### config.mk
export PLATFORM = sky130hd
export DESIGN_NAME = binary_stream_adder_core
export DESIGN_NICKNAME = d
export VERILOG_FILES = /design/src/rtl/binary_stream_adder_core.sv
export SDC_FILE = /design/constraint.sdc
export NUM_CORES = 1
export LEC_CHECK = 0
export ABC_CLOCK_PERIOD_IN_PS = 1400
export CORE_AREA = 4 4 41 43
export DETAILED_ROUTE_END_ITERATION = 7
export DIE_AREA = 0 0 45 47
export HOLD_SLACK_MARGIN = 0.15
export PLACE_DENSITY_LB_ADDON = 0.25
export SYNTH_ARGS = -nofsm -noshare
export SYNTH_HDL_FRONTEND = slang
export SYNTH_SLANG_ARGS = --single-unit
### constraint.sdc
create_clock -name clk -period 1.4 [get_ports clk]
set_input_delay 0.42 -clock clk [delete_from_list [all_inputs] [get_ports clk]]
set_output_delay 0.42 -clock clk [all_outputs]
set_load 0.02 [all_outputs]
### src/rtl/binary_stream_adder_core.sv
// Bit-serial adder, LSB first, with optional word framing (WORD_LEN=0 means unbounded).
// Define BSA_OVERFLOW_EN to build the sticky per-word overflow flag; otherwise Ovf is tied to 0.
module binary_stream_adder_core #(
  parameter int unsigned WORD_LEN = 8
) (
  input  logic       clk,
  input  logic       rst,
  input  logic       A,
  input  logic       B,
  output logic       Sum,
  output logic       Carry,
  output logic [7:0] Bit_cnt,
  output logic       Word_done,
  output logic       Ovf
);

  logic carry_out;

  assign carry_out = (A & B) | (A & Carry) | (B & Carry);
  assign Sum       = A ^ B ^ Carry;

  generate
    if (WORD_LEN == 0) begin : g_unbounded
      assign Bit_cnt   = '0;
      assign Word_done = 1'b0;
    end else begin : g_framed
      localparam logic [7:0] LAST = 8'(WORD_LEN - 1);
      logic [7:0] cnt_q;

      always_ff @(posedge clk or posedge rst) begin
        if (rst) begin
          cnt_q <= '0;
        end else if (cnt_q == LAST) begin
          cnt_q <= '0;
        end else begin
          cnt_q <= cnt_q + 8'd1;
        end
      end

      assign Bit_cnt   = cnt_q;
      assign Word_done = (cnt_q == LAST);
    end
  endgenerate

  // The MSB carry-out is dropped so the next word starts with carry-in 0.
  always_ff @(posedge clk or posedge rst) begin
    if (rst) begin
      Carry <= 1'b0;
    end else begin
      Carry <= carry_out & ~Word_done;
    end
  end

`ifdef BSA_OVERFLOW_EN
  always_ff @(posedge clk or posedge rst) begin
    if (rst) begin
      Ovf <= 1'b0;
    end else if (Word_done && carry_out) begin
      Ovf <= 1'b1;
    end
  end
`else
  assign Ovf = 1'b0;
`endif

endmodule

; After elaboration in Yosys (flattened, before gate mapping)
; Cells that the tools add are included.
[totals]
word_cells = 14
out_inout_bits = 12
ff_bits = 9
inputBits = 4
[classes]
eq_ne = 1
mux = 1
add_sub_neg = 1
n_bitwise = 9
[ops]
columns = operator, count
row1 = 8-bit by 1-bit adder with 8-bit output (second input constant), 1
row2 = 8-bit by 3-bit equality test with 1-bit output (second input constant), 1
row3 = 8-bit two-way mux, 1
row4 = 1-bit bitwise AND, 4
row5 = 1-bit OR, 2
row6 = 1-bit XOR, 2
row7 = 1-bit inverter, 1

; Longest topological paths before layout
; Gate-level depths: netlist of run 1.
[logic_depth]
depth_word = 4
depth_mapped = 4
mapped_depth_nobuf = 4

; Worst setup path before layout of run 1
; OpenSTA, ideal clock, no wires.
[synth_timing]
path_kind = flip-flop to output port
startpoint = register g_framed.cnt_q[0], in the netlist Bit_cnt[0]
endpoint = output port Word_done
slack_ps = -197
stages_incl_launch_ff = 4
n_path_buf = 0
arrival_ps = 1177
required_ps = 980
cell_sequence = dfrtp_1 -> ha_1 -> nand2_1 -> nor3b_4
[synth_via]
elab_chain_len = 1
[synth_rtl]
columns = element, line
row1 = "start, declared", 28  ; logic [7:0] cnt_q;
row2 = "start signal, assigned", 36  ; cnt_q <= cnt_q + 8'd1;
row3 = 8-bit by 3-bit equality test with 1-bit output, 41  ; assign Word_done = (cnt_q == LAST);
row4 = "end, declared", 13  ; output logic Word_done,
; Every way passes these cells.

; Final worst setup path of run 1
[layout_timing]
startpoint = register g_framed.cnt_q[6], in the netlist Bit_cnt[6]
endpoint = output port Word_done
; The elaborated chain is that of the path after synthesis.

==> out/metrics.cfg, run 1 <==
[critical_path]
cp-startpoint = Bit_cnt[6]
critPathMaxStageDelay_ns = 0.42
end_kind = primary output
cp_max_fo = 2
rr_startpoint = Bit_cnt[6]
critPathArrivalTime_ns = 1.37
crit_cells = 3
cpLargestDelayFamily = simple AND/OR/NAND/NOR gates
start_kind = register
rrSetupSlack_ns = 0.14
crit_type = register to primary output
path_buf_inv = 1
worstPathCellList = nor4_4, nor3b_4, buf_6
r2r_cells = 4
critical_path_required_ns = 0.98
cp_slowest_cell = dfrtp_2

[hold_path]
worstHoldPathType = input pin to asynchronous set/reset pin

[logic_synthesis]
synth-compound-area-share_pct = 3.725
syn-num-nets = 45
syn_area_per_cell_um2 = 11.20
ys_seq_elements = 9
netlist_area_um2 = 436.7
synthTopCellsByArea = dfrtp_1, xor2_1, inv_1, fa_1, nor3b_4
synth_top_area_share_pct = 51.58
synth_xor_area_share_pct = 10.03
synthMuxAreaShare_pct = 0
synth_cells = 39
seq_area_frac_synth_pct = 51.58
synth-simple-area-share_pct = 19.48
synth.distinct_cells = 17
synth_fa_ha_area_share_pct = 7.450
synth_top_area_cell = dfrtp_1
synth_top_family_by_area = simple AND/OR/NAND/NOR gates
synth-warning-count = 0

[cells_and_area]
fillers = 121
final_nets = 76
stdcell_count = 84
areaGrowthSynthToFinish_pct = 69.63
ff_latch_area_um2 = 232.7
multiInputGateArea_um2 = 192.7
drive_gt1_share_pct = 60.87
antenna_cells_inserted = 0

[sta]
slew_violations = 0
rsz0062_at_grt = yes
fin_ws_ns = -0.3874
hold_viol_final = 0
finClkSkew_ns = 0.006348
period_share_pct = 127.7
period_minus_slack_ns = 1.787
tns_ns = -0.7166
max_freq_mhz = 559.5
setup_viol = 2

[global_routing]
antenna_found_initial = 0
track_usage_pct = 10.05
grt_pass1_wl_um = 1449
globalRouteOverflowTotal = 0
grt_max_degree = 10
grt_pass1_vias = 351

[pwr]
p_leak_nw = 0.3790
p_switching_mw = 0.1217
p_int_mw = 0.3872
switching_share_pct = 23.91
clkPwrFrac_pct = 39.3
comb_power_share_pct = 9.1
ir_worst_vdd_uv = 365.7
sequentialPowerShare_pct = 51.6
p_per_area_nw_per_um2 = 687.0

[status]
run_status = finished with violations
violations = negative setup slack

[placed_design]
io_buffer_count = 14
gp_congestion = 0.7085
hpwl_um = 700.4
place_ws_ns = -1.084
dp_cells = 78

[route]
remaining_drc_errors = 0
drt-total-wl_um = 917
wl_per_cell_um = 10.92
via_per_inst = 4.226
firstDrtPassIters = 2
ant_nets = 0
vias = 355
first_iter_violations = 3

[flow_run]
max_cap_viol_count = 0

[clock_network]
cts.sink_count = 9
htreeDepth = 1
cts_root_buf = clkbuf_4
cts_tree = yes
cts_made_buffers = 3
clk_pin_slew_worst_paths_ns = 0.07
clk_path_buf_depth = 2
insertion_delay_ns = 0.26

[die]
row_count = 13
die_area_um2 = 2115
die_x_um = 45
start_util_pct = 33.56
die_y_um = 47
ioPinCount = 16
coreArea_um2 = 1301

flip-flops by register name, summed over array words and instances (netlist names):
name,count
Carry,1
Bit_cnt,8
cell usage after synthesis:
| library cell | instances |
|---|---|
| dfrtp_1 | 9 |
| inv_1 | 6 |
| nor2_1 | 4 |
| nand3_1 | 3 |
| xor2_1 | 3 |
| nand2_1 | 2 |
| xnor2_1 | 2 |
| a21o_1 | 1 |
| a311oi_1 | 1 |
| buf_4 | 1 |
| conb_1 | 1 |
| fa_1 | 1 |
| ha_1 | 1 |
| nor2b_1 | 1 |
| nor3_2 | 1 |
| nor3b_4 | 1 |
| nor4_2 | 1 |
worst register-to-register path: stages (launching register included):
cell and delay (ns):
dfrtp_2 0.42, nor4_4 0.29, nor3b_4 0.26, buf_4 0.15, nor2b_1 0.04
cell families after synthesis:
| group | after synthesis |
|---|---|
| flip-flops | 9 |
| AND/OR/NAND/NOR | 13 |
| adder cells (fa/ha/maj) | 2 |
| AO/OA/AOI/OAI | 2 |
| other | 1 |
| buffers and inverters | 7 |
| XOR/XNOR | 5 |
cell type report:
cell class / count / area share, %
timing repair buffer: 27 / 33.28
sequential: 9 / 31.42
multi-input combinational: 23 / 26.01
clock buffer: 3 / 3.041
inverter: 6 / 3.041
tap: 15 / 2.534
clock inverter: 1 / 0.6757
repair_timing:
item                                   in CTS  in global routing
pin swaps                                   1                  1
setup endpoints to repair                  11                  8
hold buffers                                0                  0
endpoints found under the hold margin       0                  0
gates resized for setup                    57                 14
setup buffers                               1                  2
path summary, 6_finish.rpt:
kind | to
max | Word_done
min | Bit_cnt[3]
max reg2reg | Bit_cnt[1]
min reg2reg | Bit_cnt[0]
max in group asynchronous | Bit_cnt[6]
min in group clk | Carry
routing by layer:
layer	track usage, %	share of wire [%]	wire, um
met4	7.018	0	0
met5	0	0	0
met3	3.065	8.2	75
met2	15.82	49	445
met1	11.68	43	396
stage by stage:
| stage | hold slack [ns] | instance area (um^2) | power, mW | util (%) |
|---|---|---|---|---|
| 6_report | 0.4294 | 740.7 | 0.5089 | 56.92 |
| 5_1_grt | 0.4600 | 740.7 | 0.5356 | 56.92 |
| 4_1_cts | 0.4323 | 705.7 | 0.5210 | 54.23 |
| 3_5_place_dp | 0.5285 | 680.7 | 0.3147 | 52.31 |
| 3_3_place_gp | 0.5239 | 680.7 | 0.3134 | 52.31 |
| 2_1_floorplan | 0.2475 | 446.7 | 0.2936 | - |
cells in the final DEF, fill, tap and decap left out, types with 2 or more instances in the layout:
| cell | instances |
|---|---|
| buf_6 | 11 |
| buf_4 | 11 |
| dfrtp_2 | 6 |
| nor2_1 | 4 |
| inv_2 | 4 |
| dfrtp_1 | 3 |
| nand3_1 | 3 |
| xor2_1 | 3 |
| clkbuf_4 | 3 |
| inv_1 | 2 |
| nand2_1 | 2 |
| xnor2_1 | 2 |
| clkdlybuf4s15_1 | 2 |
power groups by stage:
| stage | Sequential [mW] | Clock [mW] | Combinational, mW |
|---|---|---|---|
| after floorplan | 0.269 | 0 | 0.0243 |
| final | 0.263 | 0.200 | 0.0464 |
| after global routing | 0.263 | 0.222 | 0.0510 |
| after detailed placement | 0.267 | 0 | 0.0474 |
| after CTS | 0.262 | 0.212 | 0.0468 |
| after global placement | 0.267 | 0 | 0.0461 |
Note: power is estimated with default switching activity, not from simulation.
==> run 2, diff against run 1 <==
- CORE_AREA: 4 4 41 43 -> 2 2 39 41
- DIE_AREA: 0 0 45 47 -> 0 0 41 43
==> run 2 against run 1 <==
The run still ends with negative setup slack left. Clock-buffer cell count increased by 1. Sequential share of layout area down 0.68 points. Sequential power about the same. Clock skew decreased by 0.0047 ns. First-iteration DRC count down 33%. Setup slack better by 0.014 ns. Clock power barely moved. Largest power group unchanged. Maximum frequency rose by 0.81%. Highest routed layer is now met4. Final cell count rose by 3.6%.
==> out/metrics.cfg, run 2 (synthesis results as in run 1) <==
[sta]
period_share_pct = 126.6  ; -1.0 points
tns_ns = -0.7053  ; +0.01129 ns
fin_ws_ns = -0.3730  ; +0.01433 ns
period_minus_slack_ns = 1.773  ; -0.01433 ns
finClkSkew_ns = 0.001614  ; -0.004735 ns
rsz0062_at_grt = yes
hold_viol_final = 0  ; unchanged
slew_violations = 0  ; unchanged
setup_viol = 2  ; unchanged
max_freq_mhz = 564.0  ; +0.81%

[route]
first_iter_violations = 2  ; -1
wl_per_cell_um = 10.43  ; -4.5%
ant_nets = 0  ; unchanged
remaining_drc_errors = 0  ; unchanged
firstDrtPassIters = 4  ; +2
vias = 381  ; +7.3%
via_per_inst = 4.379  ; +3.6%
drt-total-wl_um = 907  ; -1.1%

[critical_path]
crit_type = register to primary output
cpLargestDelayFamily = simple AND/OR/NAND/NOR gates
critPathMaxStageDelay_ns = 0.42  ; about the same
path_buf_inv = 1  ; unchanged
r2r_cells = 5  ; +1
cp_slowest_cell = dfrtp_2
cp_max_fo = 2  ; unchanged
critPathArrivalTime_ns = 1.35  ; -0.02 ns
critical_path_required_ns = 0.98  ; about the same
end_kind = primary output
worstPathCellList = nor4_4, nor3b_4, buf_6
r2r-end = Bit_cnt[1]
rrSetupSlack_ns = 0.07  ; -0.07 ns
start_kind = register
rr_startpoint = Bit_cnt[6]

[clock_network]
cts_made_buffers = 3  ; unchanged
clk_path_buf_depth = 2  ; unchanged
cts_tree = yes
cts_root_buf = clkbuf_4
insertion_delay_ns = 0.26  ; about the same
cts.sink_count = 9  ; unchanged
ctsHoldBuffers = 0  ; unchanged
clk_pin_slew_worst_paths_ns = 0.06  ; about the same
htreeDepth = 1  ; unchanged

[global_routing]
globalRouteOverflowTotal = 0  ; unchanged
track_usage_pct = 13.22  ; +3.2 points
grt_pass1_wl_um = 1545  ; +6.6%
antenna_found_initial = 0  ; unchanged
grt_pass1_vias = 390  ; +11%
grt_max_degree = 10  ; unchanged

[cells_and_area]
final_util_pct = 54.70  ; -2.2 points
largest_reg_flops = 8  ; unchanged
drive_gt1_share_pct = 61.97  ; +1.1 points
layout_common_cells = buf_4, buf_6, dfrtp_2
final_common_cell = buf_4
antenna_cells_inserted = 0  ; unchanged
final_nets = 78  ; +2.6%
areaGrowthSynthToFinish_pct = 73.35
stdcell_count = 87  ; +3.6%
fillers = 137  ; +13%

[hold_path]
worstHoldPathType = input pin to asynchronous set/reset pin

[pwr]
sequentialPowerShare_pct = 51.6  ; about the same
comb_power_share_pct = 9.0  ; about the same
p_int_mw = 0.3913  ; +1.0%
p_per_area_nw_per_um2 = 672.9  ; -2.0%
ir_worst_vdd_uv = 479.5  ; +31%
switching_share_pct = 23.19  ; -0.72 points
p_leak_nw = 0.3863  ; +1.9%
clkPwrFrac_pct = 39.5  ; +0.2 points
p_switching_mw = 0.1181  ; -2.9%

[placed_design]
io_buffer_count = 14  ; unchanged
gp_congestion = 0.6726  ; -5.1%
dp_cells = 80  ; +2.6%
hpwl_um = 706.3  ; +0.84%

[die]
start_util_pct = 31.56  ; -2.0 points
die_x_um = 41  ; -8.9%
row_count = 14  ; +1
coreArea_um2 = 1384  ; +6.3%
ioPinCount = 16  ; unchanged
die_y_um = 43  ; -8.5%
die_area_um2 = 1763  ; -17%

[status]
violations = negative setup slack
run_status = finished with violations

[flow_run]
max_cap_viol_count = 0  ; unchanged

-- run 2: metal layers --
| layer | global-route usage [%] | vias up | share of wire (%) |
|---|---|---|---|
| met5 | 0 | - | 0 |
| met4 | 6.000 | 0 | 1.5 |
| met3 | 4.712 | 2 | 6.3 |
| met2 | 20.00 | 11 | 49 |
| met1 | 16.11 | 180 | 43 |
| li1 | - | 188 | - |
-- run 2: repair_timing --
item	in CTS	in global routing
pin swaps	2	2
endpoints found under the setup margin	11	11
setup buffers	3	0
resized for setup	54	20
cloned	0	0
-- run 2: worst max-delay path by stage --
stage	depth (start not counted)	end	slack [ns]	start
3_5_place_dp	5	Sum	-1.08	A
4_1_cts	3	Word_done	-0.38	Bit_cnt[4]
5_1_grt	3	Word_done	-0.42	Bit_cnt[6]
6_report	3	Word_done	-0.37	Bit_cnt[6]
2_1_floorplan	2	Word_done	-0.14	Bit_cnt[6]
3_3_place_gp	5	Sum	-1.06	A
-- run 2: power groups by stage --
stage | logic [mW] | clock network [mW] | registers [mW]
2_1_floorplan | 0.0243 | 0 | 0.269
3_3_place_gp | 0.0460 | 0 | 0.267
3_5_place_dp | 0.0467 | 0 | 0.267
4_1_cts | 0.0456 | 0.210 | 0.262
5_1_grt | 0.0493 | 0.225 | 0.263
6_report | 0.0458 | 0.201 | 0.263
-- run 2: cell type report --
cell class | instances | area (um^2) | area share, %
Timing Repair Buffer | 29 | 262.8 | 34.71
Sequential cell | 9 | 232.7 | 30.74
Multi-Input combinational cell | 23 | 192.7 | 25.45
Inverter | 6 | 22.52 | 2.975
Clock buffer | 4 | 26.28 | 3.471
Tap cell | 16 | 20.02 | 2.645
-- run 2: worst register-to-register path: stages, from the launching register on --
cell and delay (ns):
dfrtp_2 0.42, nor4_4 0.28, nor3b_4 0.25, buf_4 0.13, buf_4 0.10, nor2b_1 0.04
-- run 2: through the flow --
stage / setup slack, ns / total power [mW] / hold slack [ns] / cell area [um^2]
CTS: -0.3831 / 0.5176 / 0.4251 / 720.7
floorplan: -0.1428 / 0.2936 / 0.2475 / 446.7
finish: -0.3730 / 0.5094 / 0.4142 / 757.0
detailed placement: -1.082 / 0.3139 / 0.5357 / 689.4
global route: -0.4166 / 0.5367 / 0.4521 / 757.0
global placement: -1.058 / 0.3132 / 0.5249 / 689.4
==> run 3, diff against run 2 <==
- HOLD_SLACK_MARGIN: 0.15 -> default
==> results of run 3 <==
No change in the layout: final DEF, timing and power equal those of run 2.
